File: src/rtl/clock_defs.sv
// Shared BCD time constants and digit-pair validity check
// for the clock, display and alarm logic.
package clock_defs;

  localparam int BCD_W = 8;

  localparam logic [BCD_W-1:0] SEC_MAX = 8'h59;
  localparam logic [BCD_W-1:0] MIN_MAX = 8'h59;
  localparam logic [BCD_W-1:0] HR_MAX  = 8'h23;
  localparam logic [BCD_W-1:0] HR_NOON = 8'h12;

  // Both nibbles are decimal digits and the pair does not exceed max.
  function automatic logic bcd_ok(
    input logic [BCD_W-1:0] v,
    input logic [BCD_W-1:0] max
  );
    return (v[3:0] <= 4'd9) && (v[7:4] <= 4'd9) && (v <= max);
  endfunction

endpackage

File: src/rtl/bcd_pair_counter.sv
// Two-digit BCD up/down counter wrapping between 00 and MAX,
// with parallel load and same-cycle carry/borrow outputs.
module bcd_pair_counter
  import clock_defs::*;
#(
  parameter logic [BCD_W-1:0] MAX = SEC_MAX
) (
  input  logic             clk,
  input  logic             rst,
  input  logic             inc,
  input  logic             dec,
  input  logic             ld,
  input  logic [BCD_W-1:0] ld_val,
  output logic [BCD_W-1:0] val,
  output logic             carry,
  output logic             borrow
);

  logic [BCD_W-1:0] up_val;
  logic [BCD_W-1:0] dn_val;
  logic [BCD_W-1:0] nxt;

  assign carry  = inc && (val == MAX);
  assign borrow = dec && (val == '0);

  always_comb begin
    up_val = val + 8'd1;
    if (val[3:0] == 4'd9)
      up_val = {val[7:4] + 4'd1, 4'd0};
    dn_val = val - 8'd1;
    if (val[3:0] == 4'd0)
      dn_val = {val[7:4] - 4'd1, 4'd9};
  end

  always_comb begin
    nxt = val;
    if (ld)
      nxt = ld_val;
    else if (inc)
      nxt = carry ? '0 : up_val;
    else if (dec)
      nxt = borrow ? MAX : dn_val;
  end

  always_ff @(posedge clk) begin
    if (rst)
      val <= '0;
    else
      val <= nxt;
  end

endmodule

File: src/rtl/bcd_time_counter.sv
// HH:MM:SS BCD time-of-day counter with seconds prescaler,
// up/down modes, validated load and 12h/24h hour display.
module bcd_time_counter
  import clock_defs::*;
#(
  parameter int CLK_PER_SEC = 50_000_000
) (
  input  logic             clk,
  input  logic             rst,
  input  logic             en,
  input  logic             dir,
  input  logic             mode_12h,
  input  logic             load,
  input  logic [BCD_W-1:0] load_hh,
  input  logic [BCD_W-1:0] load_mm,
  input  logic [BCD_W-1:0] load_ss,
  output logic [BCD_W-1:0] hh,
  output logic [BCD_W-1:0] mm,
  output logic [BCD_W-1:0] ss,
  output logic             pm,
  output logic             sec_tick,
  output logic             wrap,
  output logic             load_err
);

  localparam int PW = (CLK_PER_SEC > 1) ? $clog2(CLK_PER_SEC) : 1;
  localparam logic [PW-1:0] PRE_LAST = PW'(CLK_PER_SEC - 1);

  logic [PW-1:0]    pre;
  logic [BCD_W-1:0] hr, mn, sc;
  logic             ld_ok, tick, up, dn;
  logic             at_zero, at_one, wrap_nxt;
  logic             sc_c, sc_b, mn_c, mn_b, hr_c, hr_b;

  assign ld_ok = load
               && bcd_ok(load_hh, HR_MAX)
               && bcd_ok(load_mm, MIN_MAX)
               && bcd_ok(load_ss, SEC_MAX);

  // A load request in the tick cycle swallows that tick.
  assign tick = en && (pre == PRE_LAST) && !load;

  assign at_zero = (hr == '0) && (mn == '0) && (sc == '0);
  assign at_one  = (hr == '0) && (mn == '0) && (sc == 8'h01);

  assign up = tick && !dir;
  assign dn = tick && dir && !at_zero;

  assign wrap_nxt = (up && hr_c) || (dn && at_one);

  bcd_pair_counter #(.MAX(SEC_MAX)) u_sec (
    .clk    (clk),
    .rst    (rst),
    .inc    (up),
    .dec    (dn),
    .ld     (ld_ok),
    .ld_val (load_ss),
    .val    (sc),
    .carry  (sc_c),
    .borrow (sc_b)
  );

  bcd_pair_counter #(.MAX(MIN_MAX)) u_min (
    .clk    (clk),
    .rst    (rst),
    .inc    (sc_c),
    .dec    (sc_b),
    .ld     (ld_ok),
    .ld_val (load_mm),
    .val    (mn),
    .carry  (mn_c),
    .borrow (mn_b)
  );

  bcd_pair_counter #(.MAX(HR_MAX)) u_hr (
    .clk    (clk),
    .rst    (rst),
    .inc    (mn_c),
    .dec    (mn_b),
    .ld     (ld_ok),
    .ld_val (load_hh),
    .val    (hr),
    .carry  (hr_c),
    .borrow (hr_b)
  );

  always_ff @(posedge clk) begin
    if (rst)
      pre <= '0;
    else if (load) begin
      if (ld_ok)
        pre <= '0;
    end else if (en)
      pre <= (pre == PRE_LAST) ? '0 : pre + 1'b1;
  end

  always_ff @(posedge clk) begin
    if (rst) begin
      sec_tick <= 1'b0;
      wrap     <= 1'b0;
      load_err <= 1'b0;
    end else begin
      sec_tick <= tick;
      wrap     <= wrap_nxt;
      load_err <= load && !ld_ok;
    end
  end

  logic [4:0] hb, h12, h12m10;

  always_comb begin
    hb     = 5'(hr[7:4]) * 5'd10 + 5'(hr[3:0]);
    h12    = hb;
    if (hb == 5'd0)
      h12 = 5'd12;
    else if (hb > 5'd12)
      h12 = hb - 5'd12;
    h12m10 = h12 - 5'd10;
    hh     = hr;
    if (mode_12h)
      hh = (h12 >= 5'd10) ? {4'd1, h12m10[3:0]}
                          : {4'd0, h12[3:0]};
  end

  assign pm = mode_12h && (hr >= HR_NOON);
  assign mm = mn;
  assign ss = sc;

  logic unused_b;
  assign unused_b = hr_b;

endmodule
File: config.mk
export PLATFORM = sky130hd
export DESIGN_NAME = bcd_time_counter
export DESIGN_NICKNAME = d
export VERILOG_FILES = /design/src/rtl/clock_defs.sv /design/src/rtl/bcd_pair_counter.sv /design/src/rtl/bcd_time_counter.sv
export SDC_FILE = /design/constraint.sdc
export NUM_CORES = 1
export LEC_CHECK = 0
export ABC_AREA = 1
export ABC_CLOCK_PERIOD_IN_PS = 3400
export CAP_MARGIN = 0
export CELL_PAD_IN_SITES_DETAIL_PLACEMENT = 1
export CELL_PAD_IN_SITES_GLOBAL_PLACEMENT = 2
export CORE_ASPECT_RATIO = 1.4
export CORE_UTILIZATION = 27
export CTS_CLUSTER_SIZE = 8
export DETAILED_ROUTE_END_ITERATION = 10
export PLACE_DENSITY_LB_ADDON = 0.25
export SLEW_MARGIN = 20
export SYNTH_ARGS = -nofsm -noshare
export SYNTH_HDL_FRONTEND = slang
export SYNTH_SLANG_ARGS = --single-unit
File: constraint.sdc
create_clock -name clk -period 3.4 [get_ports clk]
set_input_delay 1.02 -clock clk [delete_from_list [all_inputs] [get_ports clk]]
set_output_delay 1.02 -clock clk [all_outputs]
set_load 0.02 [all_outputs]
==> results of run 1 <==
cell type report:
cell class / instances / share of cell area [%]
multi-input cells: 579 / 54.5
well taps: 203 / 4.28
repair buffers: 99 / 15.0
clock buffers: 7 / 2.24
inverters: 92 / 5.84
clock inverters: 1 / 0.127
flip-flops and latches: 53 / 18.0
power by group:
| group | internal (uW) | switching, uW |
|---|---|---|
| logic | 64.7 | 76.6 |
| clock network | 275 | 255 |
| registers | 621 | 2.22 |
synth_stat cells (all sizes together) (3+ instances only):
cell / count / share of area, %
dfxtp: 53 / 23
a21oi: 54 / 5.9
or2: 4 / 0.54
clkinv: 3 / 0.27
nor2: 103 / 9.7
nor3: 26 / 3.1
o211ai: 8 / 1.3
clkbuf: 13 / 1.1
o21bai: 5 / 0.82
nor4: 3 / 0.41
nand2: 164 / 14
inv: 89 / 7.3
buf: 7 / 0.90
o21ai: 50 / 5.4
nand4: 28 / 3.9
nand3: 71 / 8.6
xor2: 22 / 4.2
ha: 24 / 6.5
timing repair:
action                     in CTS  in global routing
gates resized for setup        39                 11
pin swaps                      14                 14
buffers inserted                4                  0
setup endpoints to repair       8                  5
worst max-delay path, delay by kind of cell (launching register included):
kind,cells,cell delay (ps)
AO/OA/AOI/OAI,2,200
XOR/XNOR,1,190
adder cells (fa/ha/maj),3,810
buffers and inverters,4,550
flip-flops,1,370
AND/OR/NAND/NOR,3,300
kinds of logic after synthesis:
family	share of synthesized area, %
and+or+nand+nor	40.6
adders and majority gates	6.97
muxes	0.218
xor gates and xnor gates	4.58
buffers and inverters	9.51
AOI/OAI and AO/OA	15.0
DFF	23.1
per-layer routing:
| metal | vias to the layer above | global-route usage [%] |
|---|---|---|
| met5 | - | 0 |
| met4 | 0 | 8.06 |
| met3 | 34 | 1.90 |
| met2 | 79 | 43.7 |
| met1 | 2521 | 19.6 |
| li1 | 2633 | - |
flip-flops by register name, summed over array words and instances (netlist names):
register / flops
pre: 26
u_min.val: 8
u_hr.val: 8
u_sec.val: 8
sec_tick: 1
wrap: 1
load_err: 1
through the flow:
stage                     util (%)  std cells  hold slack (ps)
after floorplan                  -        744              462
after global placement        34.0       1022              471
after detailed placement      34.0       1022              499
after CTS                     35.4       1034              512
after global routing          35.6       1034              531
final                         35.6       1034              508
how the worst min path moves through the flow:
| stage | to | slack, ps | cells after the start |
|---|---|---|---|
| 2_1_floorplan | pre[1] | 460 | 2 |
| 3_5_place_dp | pre[21] | 500 | 2 |
| 4_1_cts | pre[21] | 510 | 2 |
| 6_report | pre[21] | 510 | 2 |
| 5_1_grt | pre[21] | 530 | 2 |
| 3_3_place_gp | pre[1] | 470 | 2 |
==> summary.md, run 1 <==
| Metric | Value |
|---|---|
| Max cap viols | 0 |
| Total power | 1300 uW |
| Antenna cells | 0 |
| R2R Setup Slk | 770 ps |
| CTS tree | yes |
| CP max stage delay | 370 ps |
| Seq/Total Area, Yosys | 23.1% |
| Power Dens Cells | 218 nW/um^2 |
| Syn_nets | 799 |
| Crit-path slowest cell | dfxtp_4 |
| Pleak | roughly 0.0025 uW |
| Worst Tran Pin Value | 604 ps |
| Core footprint | 16700 um^2 |
| Setup crit end | hh[3] |
| Most used DFF post-synth | dfxtp_1 |
| Syn. warnings | 0 |
| Largest net degree at the start of global routing | 23 |
| RR Endpoint | u_min.val[3] |
| Final Net Count | 885 |
| Initial core utilization | 27.5% |
| Mapped Area | 4590 um^2 |
| Crit share post-route | 111% |
| Post-route ant nets | 0 |
| Startpoint Class | register |
| CTS root buffer | clkbuf_16 |
| Hold Fails Final Rpt | 0 |
| Vias | between 5k and 6k |
| Async SR Flop Fraction | 0% |
| # hold bufs at CTS | 0 |
| Crit end category | primary output |
| # DRC | 4 |
| Die H | 156 um |
| Max Slew Vio Count | 0 |
| Share of layout cells above drive strength 1 | 14.2% |
| Commonest non-fill, non-tap cell in the layout | nand2_1 |
| Design area | 5930 um^2 |
| Yosys reg bits | 53 |
| Max frequency | 266 MHz |
| Source of the worst hold timing path | pre[21] |
| Min Tclk post-route | about 3800 ps |
| Commonest cells after routing, fill and taps aside | nand2_1 (151), nor2_1 (89), inv_1 (77), nand3_1 (66), a21oi_1 (53) |
| Violated checks | DRC, setup timing |
| Crit-path cells | ha_4, fa_2, xor2_2, buf_4, ha_1, nand2_1, o211ai_1, buf_4, buf_6, nor3_4, nor2_2, a21oi_2, buf_4 |
| Gr usage total | between 20% and 30% |
| Post-synth EDFFs | 0 |
| DRT Pass-1 Iters | 7 |
| Gp weighted congestion | 0.856 |
| Met1 WL | between 6000 and 7000 um |
| Drt wl/cell | 17.2 um |
| IO Pins | 58 |
| I/O Buffers | 57 |
| TNS Setup | -1370 ps |
| Reg2reg start | u_hr.val[3] |
| Cell variety after synth | 41 |
| CP Max Fanout | 3 |
| Clock Sinks | 53 |
| 1st-iter DRT viols | 159 |
| Global route total overflow | 0 |
| VDD IR max | approximately 0.00020 V |
| Met2 WL post-DR | 10300 um |
| Slew HR | 59.4% |
| Area growth syn-to-layout | 29.1% |
| Average cell area after synthesis | 6.17 um^2 |
| Outcome | complete, but fails checks |
| Mapped Cells | 744 |
| Setup WS post-layout | -360 ps |
| Clk Latency, worst-skew pair | about 300 ps |
| Routed wl met3 | 315 um |
| First-pass GRT wire length | between 20000 and 30000 um |
| Fin Clk Skew | 6.90 ps |
| Initial antenna violation count | 0 |
| Arr. time, crit path | 2740 ps |
| Clock Pin Slew Worst Setup and Hold Paths | 70 ps |
| Vias per cell | ~5.1 |
| DP Wirelength | 14500 um |
| Num CTS Buffers | 5 |
| Vias in the first global route | ~5.6k |
| DIE AREA | roughly 18000 um^2 |
| Hold WC Path Type | register to register |
| FILL cells | 2198 |
| DP Worst Slack | -695 ps |
| RSZ-0062 raised after global routing | yes |
| Clock Path Buffers | 2 |
| Max layer used | met4 |
| Multi-input gate area | 3240 um^2 |
| Setup crit start | u_hr.val[4] |
| Row count | 56 |
| Final setup violation count | 4 |
| Crit-path most repeated cell | buf_4 |
| Setup CP Type | register to primary output |
| H-tree levels | 2 |
| Register area | between 1000 and 1500 um^2 |
| CP Data Required Time | 2380 ps |
| R2R depth | 14 |
| WL final | 17800 um |
| Placement Cell Area | 5660 um^2 |
| Die W | 112 um |
No activity file was read; power rests on OpenSTA's default activity.
==> inputs of run 2 (changes only) <==
- ABC_CLOCK_PERIOD_IN_PS: 3400 -> not set
==> results of run 2 <==
No change in the layout: final DEF, timing and power equal those of run 1.
==> inputs of run 3 (changes only) <==
- CAP_MARGIN: 0 -> 15
- PLACE_DENSITY_LB_ADDON: 0.25 -> 0.15
- RECOVER_POWER: not set -> 50
==> run 3 against run 2 <==
Compared with the run above:
- the flow still finishes with violations (DRC, setup timing)
- clock-buffer cell count is 1 lower
- first-iteration DRC count increased by 44%
- hold slack worse by 16 ps
- maximum frequency rose by 1.3%
- largest power group unchanged
==> summary.md, run 3 (synthesis results as in run 1) <==
| Metric | Value |
|---|---|
| Outcome | complete, but fails checks |
| Violated checks | DRC, setup timing |
| Final Net Count | 886 |
| Placed cells | 1022 |
| CP Max Fanout | 3 |
| First-pass GRT wire length | 29000 um |
| Crit share post-route | 109% |
| Source of the worst hold timing path | pre[1] |
| Gr usage total | 21.2% |
| Startpoint Class | register |
| Pleak | roughly 0.0026 uW |
| Clock Sinks | 53 |
| WL final | between 15000 and 20000 um |
| Global route total overflow | 0 |
| Share of layout cells above drive strength 1 | 13.7% |
| Min Hold Slack | 491 ps |
| I/O Buffers | 57 |
| IO Pins | 58 |
| Min Tclk post-route | 3710 ps |
| FILL cells | about 2.2k |
| Clk Latency, worst-skew pair | approximately 300 ps |
| Die W | 112 um |
| # DRC | 5 |
| Post-route ant nets | 0 |
| Worst Tran Pin Value | 753 ps |
| Clock Pin Slew Worst Setup and Hold Paths | 70 ps |
| 1st-iter DRT viols | ~230 |
| Crit-path cells | ha_4, fa_2, xor2_2, inv_2, ha_4, inv_2, nor2_1, nand2_1, and3_4, ha_4, nand2_2, nand2_2, nand2_4, nand2_4, o21ai_4, buf_6 |
| Commonest cells after routing, fill and taps aside | nand2_1 (150), nor2_1 (91), inv_1 (77), nand3_1 (65), a21oi_1 (53) |
| Max Slew Vio Count | 0 |
| Vias per cell | 5.13 |
| DRT Pass-1 Iters | 7 |
| CTS root buffer | clkbuf_16 |
| Initial antenna violation count | 0 |
| Crit-path slowest cell | dfxtp_4 |
| Final core utilization | 35.5% |
| CP top delay family | adder cells |
| Drt wl/cell | 17.4 um |
| Max frequency | 270 MHz |
| Row count | 56 |
| Worst Hold Depth | 2 |
| Reg2reg start | u_min.val[0] |
| Area growth syn-to-layout | 28.8% |
| Total power | 1300 uW |
| Hold Fails Final Rpt | 0 |
| Slew HR | around half |
| Gp weighted congestion | approximately 0.88 |
| H-tree levels | 2 |
| Final setup violation count | 7 |
| Die H | 156 um |
| Vias | about 5.3k |
| # hold bufs at CTS | 0 |
| Max cap viols | 0 |
| R2R Setup Slk | 790 ps |
| Power Dens Cells | 220 nW/um^2 |
| VDD IR max | roughly 0.00017 V |
| DIE AREA | 17500 um^2 |
| Max reg flops | 26 |
| Worst Hold Path EP | pre[1] |
| Setup CP Type | register to primary output |
| Vias in the first global route | 5500 |
| Crit end category | primary output |
| CP Data Required Time | about 2400 ps |
| Fin Clk Skew | roughly 12 ps |
| Critical path buffers and inverters | 3 |
| Layout Cells excl Fill | 1034 |
| DP Wirelength | 14700 um |
| Commonest non-fill, non-tap cell in the layout | nand2_1 |
| Biggest register | pre |
| Clock Path Buffers | 2 |
| Setup WS post-layout | -310 ps |
| RR Endpoint | u_min.val[3] |
| Antenna cells | 0 |
| R2R depth | 14 |
| Largest net degree at the start of global routing | 34 |
| Arr. time, crit path | between 2000 and 3000 ps |
| Hold WC Path Type | register to register |
| RSZ-0062 raised after global routing | yes |
| CTS tree | yes |
| Num CTS Buffers | 5 |
| Initial core utilization | between 20 and 30% |
| Crit-path most repeated cell | ha_4 |
| CP max stage delay | roughly 370 ps |
| Core footprint | 16700 um^2 |
==> run 3: changes by cell type in the layout (fill, tap and decap cells not counted), sizes merged <==
cell and delta:
dlygate4sd3 +21, clkbuf +5, clkdlybuf4s50 -21, buf -5
==> run 3: layout make-up <==
| type | count | area, um^2 | area share (%) |
|---|---|---|---|
| Tap cell | 203 | 254 | 4.29 |
| Clock buffer | 6 | 139 | 2.35 |
| Multi-Input combinational cell | 579 | 3230 | 54.6 |
| Sequential cell | 53 | 1060 | 18.0 |
| Timing Repair Buffer | 100 | 872 | 14.7 |
| Clock inverter | 1 | 7.51 | 0.127 |
| Inverter | 92 | 347 | 5.86 |
==> run 3: worst max path at each step <==
stage                      startpoint    end  slack, ps  cells after the start
after global placement    u_hr.val[4]  hh[1]       -560                     17
after detailed placement  u_hr.val[4]  hh[1]       -650                     17
after CTS                 u_hr.val[4]  hh[1]       -360                     16
after global routing      u_hr.val[4]  hh[1]       -420                     16
after floorplan           u_hr.val[1]  hh[1]        0.9                     14
final                     u_hr.val[4]  hh[1]       -310                     16
==> run 3: worst min-delay path, stage by stage (launching register included) <==
cell	delay, ps
dfxtp_1	330
nand2_1	60
a21oi_1	50
==> run 3: per-stage QoR <==
| step | setup TNS, ps | worst slack (ps) | cell area [um^2] |
|---|---|---|---|
| after floorplan | 0 | 0.897 | 4640 |
| after global placement | -2480 | -560 | 5660 |
| after detailed placement | -2960 | -647 | 5660 |
| after CTS | -1300 | -356 | 5880 |
| after global routing | -3560 | -423 | 5920 |
| final | -1180 | -310 | 5920 |
==> run 3: power breakdown <==
group          leakage (uW)  switching [uW]  internal (uW)  total (uW)
clock network     0.0000690             250            290         540
logic               0.00208            76.8           62.8         140
registers          0.000428            2.39            621         624
==> run 3: metal layers <==
metal,track usage [%],share of wire (%),wire length [um],vias up
met2,43.4,57,10200,81
met1,21.8,39,6960,2560
li1,-,-,-,2636
met4,8.32,3.0,534,0
met5,0,0,0,-
met3,1.74,1.8,317,29
==> run 3: repair_timing <==
item / 4_1_cts / 5_1_grt
resized for setup: 36 / 12
setup buffers: 1 / 4
setup endpoints to repair: 8 / 8
hold endpoints to repair: 0 / 0
pin swaps: 10 / 11
